`src/rtl/mantle_concat_pkg.sv`:
```
// Shared types and default sizing for the mantle_concat three-source frame serialiser.
package mantle_concat_pkg;

   typedef enum logic [1:0] {
      S_IN0 = 2'd0,
      S_IN1 = 2'd1,
      S_IN2 = 2'd2
   } state_e;

   localparam int DEF_W  = 32;
   localparam int DEF_N0 = 9;
   localparam int DEF_N1 = 6;
   localparam int DEF_N2 = 7;

   // Source order within a frame wraps back to source 0 after source 2.
   function automatic state_e next_src(input state_e s);
      state_e n;
      case (s)
         S_IN0:   n = S_IN1;
         S_IN1:   n = S_IN2;
         default: n = S_IN0;
      endcase
      return n;
   endfunction

endpackage

```
`src/rtl/mantle_concat_outreg.sv`:
```
// Single-entry output register with valid/ready hold; abort drops the held element.
module mantle_concat_outreg #(
   parameter int W  = 32,
   parameter int IW = 5
) (
   input  logic          clk,
   input  logic          arst_n,
   input  logic          abort,
   input  logic          load,
   input  logic [W-1:0]  load_data,
   input  logic [IW-1:0] load_idx,
   input  logic          load_last,
   input  logic          out_ready,
   output logic          out_valid,
   output logic [W-1:0]  out_data,
   output logic [IW-1:0] out_idx,
   output logic          out_last,
   output logic          free
);

   logic          valid_q, valid_d;
   logic [W-1:0]  data_q, data_d;
   logic [IW-1:0] idx_q, idx_d;
   logic          last_q, last_d;

   // Payload registers only move on a load, so a stalled or dropped element leaves them intact.
   always_comb begin
      valid_d = valid_q;
      data_d  = data_q;
      idx_d   = idx_q;
      last_d  = last_q;
      free    = !valid_q || out_ready;
      if (abort) begin
         valid_d = 1'b0;
      end else if (load) begin
         valid_d = 1'b1;
         data_d  = load_data;
         idx_d   = load_idx;
         last_d  = load_last;
      end else if (free) begin
         valid_d = 1'b0;
      end
   end

   always_ff @(posedge clk or negedge arst_n) begin
      if (!arst_n) begin
         valid_q <= 1'b0;
         data_q  <= '0;
         idx_q   <= '0;
         last_q  <= 1'b0;
      end else begin
         valid_q <= valid_d;
         data_q  <= data_d;
         idx_q   <= idx_d;
         last_q  <= last_d;
      end
   end

   assign out_valid = valid_q;
   assign out_data  = data_q;
   assign out_idx   = idx_q;
   assign out_last  = last_q;

endmodule

```
`src/rtl/mantle_concat_seq.sv`:
```
// Serialises N0 elements of source 0, N1 of source 1 and N2 of source 2 into one frame stream.
// Define MANTLE_CONCAT_SEQ_FRAMECNT_EN to add the 16-bit frame_cnt output.
module mantle_concat_seq
   import mantle_concat_pkg::*;
#(
   parameter  int W  = DEF_W,
   parameter  int N0 = DEF_N0,
   parameter  int N1 = DEF_N1,
   parameter  int N2 = DEF_N2,
   localparam int NT = N0 + N1 + N2,
   localparam int IW = $clog2(NT)
) (
   input  logic          clk,
   input  logic          arst_n,
   input  logic          abort,
   input  logic          in0_valid,
   input  logic [W-1:0]  in0_data,
   output logic          in0_ready,
   input  logic          in1_valid,
   input  logic [W-1:0]  in1_data,
   output logic          in1_ready,
   input  logic          in2_valid,
   input  logic [W-1:0]  in2_data,
   output logic          in2_ready,
   output logic          out_valid,
   output logic [W-1:0]  out_data,
   output logic [IW-1:0] out_idx,
   output logic          out_last,
   input  logic          out_ready
`ifdef MANTLE_CONCAT_SEQ_FRAMECNT_EN
   ,
   output logic [15:0]   frame_cnt
`endif
);

   state_e        state_q, state_d;
   logic [IW-1:0] cnt_q, cnt_d;

   logic          free;
   logic          accept_ok;
   logic          sel_valid;
   logic [W-1:0]  sel_data;
   logic [IW-1:0] sel_off;
   logic [IW-1:0] sel_cnt_max;
   logic          xfer;
   logic [IW-1:0] load_idx;
   logic          load_last;

   // Steer the active source onto the shared load path along with its frame offset.
   always_comb begin
      sel_valid   = 1'b0;
      sel_data    = '0;
      sel_off     = '0;
      sel_cnt_max = '0;
      case (state_q)
         S_IN0: begin
            sel_valid   = in0_valid;
            sel_data    = in0_data;
            sel_off     = '0;
            sel_cnt_max = IW'(N0 - 1);
         end
         S_IN1: begin
            sel_valid   = in1_valid;
            sel_data    = in1_data;
            sel_off     = IW'(N0);
            sel_cnt_max = IW'(N1 - 1);
         end
         S_IN2: begin
            sel_valid   = in2_valid;
            sel_data    = in2_data;
            sel_off     = IW'(N0 + N1);
            sel_cnt_max = IW'(N2 - 1);
         end
         default: ;
      endcase
   end

   // Readies are gated by reset as well so nothing is offered while the block is held in reset.
   always_comb begin
      accept_ok = free && !abort && arst_n;
      in0_ready = (state_q == S_IN0) && accept_ok;
      in1_ready = (state_q == S_IN1) && accept_ok;
      in2_ready = (state_q == S_IN2) && accept_ok;
      xfer      = sel_valid && accept_ok;
      load_idx  = sel_off + cnt_q;
      load_last = (load_idx == IW'(NT - 1));
   end

   always_comb begin
      state_d = state_q;
      cnt_d   = cnt_q;
      if (abort) begin
         state_d = S_IN0;
         cnt_d   = '0;
      end else if (xfer) begin
         if (cnt_q == sel_cnt_max) begin
            cnt_d   = '0;
            state_d = next_src(state_q);
         end else begin
            cnt_d = cnt_q + 1'b1;
         end
      end
   end

   always_ff @(posedge clk or negedge arst_n) begin
      if (!arst_n) begin
         state_q <= S_IN0;
         cnt_q   <= '0;
      end else begin
         state_q <= state_d;
         cnt_q   <= cnt_d;
      end
   end

   mantle_concat_outreg #(
      .W  (W),
      .IW (IW)
   ) u_outreg (
      .clk       (clk),
      .arst_n    (arst_n),
      .abort     (abort),
      .load      (xfer),
      .load_data (sel_data),
      .load_idx  (load_idx),
      .load_last (load_last),
      .out_ready (out_ready),
      .out_valid (out_valid),
      .out_data  (out_data),
      .out_idx   (out_idx),
      .out_last  (out_last),
      .free      (free)
   );

`ifdef MANTLE_CONCAT_SEQ_FRAMECNT_EN
   logic [15:0] frame_cnt_q, frame_cnt_d;

   // Counts frames as they leave the sink side, so an abort never rewinds it.
   always_comb begin
      frame_cnt_d = frame_cnt_q;
      if (out_valid && out_ready && out_last) begin
         frame_cnt_d = frame_cnt_q + 16'd1;
      end
   end

   always_ff @(posedge clk or negedge arst_n) begin
      if (!arst_n) begin
         frame_cnt_q <= '0;
      end else begin
         frame_cnt_q <= frame_cnt_d;
      end
   end

   assign frame_cnt = frame_cnt_q;
`endif

endmodule

```
`config.mk`:
```
export PLATFORM = sky130hd
export DESIGN_NAME = mantle_concat_seq
export DESIGN_NICKNAME = d
export VERILOG_FILES = /design/src/rtl/mantle_concat_pkg.sv /design/src/rtl/mantle_concat_outreg.sv /design/src/rtl/mantle_concat_seq.sv
export SDC_FILE = /design/constraint.sdc
export NUM_CORES = 1
export LEC_CHECK = 0
export ABC_AREA = 1
export CORE_MARGIN = 2
export CORE_UTILIZATION = 40
export CTS_CLUSTER_SIZE = 14
export DETAILED_ROUTE_END_ITERATION = 10
export PLACE_DENSITY_LB_ADDON = 0.15
export SLEW_MARGIN = 15
export SYNTH_ARGS = -nofsm -noshare
export SYNTH_HDL_FRONTEND = slang
export SYNTH_SLANG_ARGS = --single-unit
```
`constraint.sdc`:
```
create_clock -name clk -period 2.3 [get_ports clk]
set_input_delay 0.575 -clock clk [delete_from_list [all_inputs] [get_ports clk]]
set_output_delay 0.575 -clock clk [all_outputs]
set_load 0.01 [all_outputs]
```
==> results.md <==
* CP top delay family: buffers and inverters
* Adder and majority gate portion of the synthesized area at 4.59%
* Area of placed instances at 4240 um^2
* Reported max-cap violation count at 0
* Data required time at the worst endpoint at 1.73 ns
* Area contributors post-synth: dfrtp_1 42%, nand2_1 20%, o21a_1 8.8%, nand4_1 7.6%, ha_1 4.6%
* Post-layout net count at 613
* Post-synth EDFFs at 0
* Final worst clock skew at 0.00914 ns
* Drt initial violations at 81
* Top-Level Pins at 145
* Remaining global-route overflow at 0
* Global placement routability congestion at 0.871
* Antenna cells at 0
* Number of buffers inserted by port buffering at 144
* Post-Syn Area per Cell at 7.64 um^2
* Clock period minus final worst setup slack at 2.19 ns
* Nature of the critical path endpoint: primary output
* Filler instances at 602
* Placed wire-length estimate at 5870 um
* Initial Utilization at 40.8%
* Worst-Skew Late Latency at 0.30 ns
* Vias in the first global route at 2,945
* Number of antenna violations at the first check in global routing at 0
* Row count at 30
* Critical path fanouts, max at 4
* Number of buffers created by CTS at 5
* Fraction of final layout cells with drive strength greater than 1 at 5.59%
* Area share of and/or/nand/nor cells after synthesis at 33.3%
* H-tree depth at 2
* Critical Path Sink: in2_ready
* Worst slew margin at 59.9%
* Via count at 2,875
* Number of standard cells after synthesis at 357
* Share of synthesized flip-flops with an asynchronous set or reset at 100%
* Crit path depth at 6
* Crit-path most repeated cell: nor2_1
* Critical path class: input pin to primary output
* Final core occ at 65.3%
* DRC Markers at 0
* Hold_buf cts at 0
* Area Growth Syn to Fin at 60.0%
* Reg2reg start: state_q[1]$_DFFE_PN0P_
* Clock transition at the registers of the reported paths at 0.09 ns
* Cell area after technology mapping at 2730 um^2
* Global-route total usage across every layer at 21.8%
* Final worst path period share at 95.0%
* Core area at 6680 um^2
* Slack of the worst reg-to-reg path at 0.19 ns
* Timing-limited maximum frequency at 458 MHz
* Die Outline Area at 7500 um^2
* FF+latch count, synth at 46
* Detailed-route vias per instance at 4.95
* Status: finished, final reports clean
* Floorplan die width at 86.6 um
* Share of Yosys cell area claimed by the top area cell type at 42.2%
* Iteration count of the initial detailed-routing pass at 4
* Complex-gate fraction of the synthesized area at 10.4%
* Net count of the mapped netlist at 470
* Cell at the slowest stage of the critical path: clkdlybuf4s50_1
* Cell chain of the critical path: clkdlybuf4s50_1 -> nor2_1 -> inv_1 -> nand3_2 -> nor2_1 -> dlygate4sd2_1
* Crit path from: out_ready
* CTS tree: yes
* Total Negative Setup Slacks at 0 ns
* Clock sink count at 46
* R2R depth at 10
* Pwr Density at 1010 nW/um^2
* Count of synthesis-stage warnings from yosys at 0
* Top cell type by total area after synthesis: dfrtp_1
* Buffer type at the clock tree root: clkbuf_8
* Commonest non-fill, non-tap cell in the layout: nand2_1
* Mux share of post-synthesis cell area at 0%
* Final design instance area without fill at 4370 um^2
* Data arrival time of the critical path at 1.61 ns
* Endpoints failing hold at 0
* Transition at the pin with the smallest max-transition slack at 0.601 ns
* Xor-xnor portion of the synthesized cell area at 1.28%
* Main combinational cell family by area after synthesis: simple AND/OR/NAND/NOR gates
* Most frequent cells in the layout: 146 x nand2_1, 140 x clkdlybuf4s50_1, 46 x dfrtp_1, 33 x nand4_1, 32 x o21a_1
* Maximum vdd drop at 435 uV
* Count of distinct cell types in the synthesized netlist at 22
* Unrepaired setup endpoints after global routing: false
* DIE HEIGHT at 86.6 um
* Dominant register cell in the synthesized netlist: dfrtp_1
* CTS Buffer Depth at 2
* Type of the tightest min-delay check: input pin to asynchronous set/reset pin
* Final setup violation count at 0
* Fraction of the yosys area taken by sequential cells at 42.2%
* WP buf/inv at 3
* Global-route wire length before repair at 13,000 um
* Final slew viol count at 0
* Detailed Route WL at 7810 um
* Average wire per cell in the routed design at 13.4 um
* Highest cell delay on the worst timing path at 0.46 ns
* Kind of launch point of the worst setup path: input pin
* End of the worst register-to-register path: u_outreg.out_data[26]$_DFFE_PN0P_
* Maximum number of pins on one net before global-route repair at 47
* Number of nets with antenna violations after routing at 0
* Lkg Pwr at 1.85 nW
[cell type report]
| cell class | count | area [um^2] | share of cell area (%) |
|---|---|---|---|
| tap | 80 | 100 | 2.29 |
| timing repair buffer | 157 | 1550 | 35.6 |
| sequential | 46 | 1150 | 26.4 |
| inverter | 25 | 93.8 | 2.15 |
| clock buffer | 8 | 110 | 2.52 |
| multi-input combinational | 265 | 1360 | 31.1 |
[sequential cells by signal, summed over array words and instances, names as in the netlist]
name / cells
u_outreg.out_valid: 1
state_q: 2
cnt_q: 5
u_outreg.out_idx: 5
u_outreg.out_last: 1
u_outreg.out_data: 32
[where the power goes]
group	leakage (nW)	switching [mW]	total, mW	internal, mW
Clock	0.0575	0.280	0.584	0.304
Combinational	1.25	1.21	2.48	1.26
Sequential	0.546	0.188	1.34	1.15
Total	1.85	1.68	4.40	2.72
[cells in the mapped netlist (4+ instances only)]
cell type	number
clkbuf_1	9
dfrtp_1	46
o21a_1	32
buf_6	4
nand4_1	33
o21ai_0	4
ha_1	10
nand2_1	146
nand3_1	15
nor2_1	14
inv_1	22
buf_4	5
[worst reg2reg max path: stages, from the launching register on]
cell and delay [ns]:
dfrtp_1 0.44, inv_1 0.12, ha_1 0.20, buf_8 0.25
nand2_1 0.09, nand3_1 0.10, nand2_2 0.07, nor2_4 0.21
buf_4 0.27, nand4_1 0.13, o21a_1 0.12
[worst min path at each step]
stage                                          from                              end  slack, ns  cells after the start
finish                                       arst_n   u_outreg.out_valid$_DFFE_PN0P_       0.40                      2
global route                                 arst_n   u_outreg.out_valid$_DFFE_PN0P_       0.46                      2
CTS                                          arst_n   u_outreg.out_valid$_DFFE_PN0P_       0.42                      2
detailed placement  u_outreg.out_idx[0]$_DFFE_PN0P_  u_outreg.out_idx[0]$_DFFE_PN0P_       0.47                      2
global placement    u_outreg.out_idx[0]$_DFFE_PN0P_  u_outreg.out_idx[0]$_DFFE_PN0P_       0.46                      2
floorplan                                    arst_n             cnt_q[0]$_DFFE_PN0P_       0.28                      0
[through the flow]
stage	total power, mW	hold WS [ns]	cells	setup WS [ns]
floorplan	2.66	0.279	357	0.520
finish	4.40	0.402	581	0.114
global placement	3.78	0.458	573	-0.155
global route	4.75	0.461	581	0.00206
detailed placement	3.83	0.472	573	-0.196
CTS	4.42	0.423	581	0.0237
[cell families (layout without fill, tap and decap cells)]
logic type / Yosys count / in the layout
AO/OA/AOI/OAI: 40 / 40
XOR/XNOR: 4 / 4
adder cells (fa/ha/maj): 10 / 10
buffers and inverters: 46 / 190
flip-flops: 46 / 46
AND/OR/NAND/NOR: 211 / 211
[per-layer routing]
metal / wire length [um] / up-vias / GRT usage (%) / share of wire (%)
li1: - / 1447 / - / -
met1: 3190 / 1330 / 24.6 / 41
met2: 3930 / 87 / 39.3 / 50
met3: 543 / 11 / 6.19 / 7.0
met4: 139 / 0 / 7.53 / 1.8
met5: 0 / - / 0 / 0
[repair_timing]
action,4_1_cts,5_1_grt
pin swaps,0,0
buffers inserted,0,0
gates resized for setup,3,4
setup endpoints to repair,3,38
Note: power is estimated with default switching activity, not from simulation.
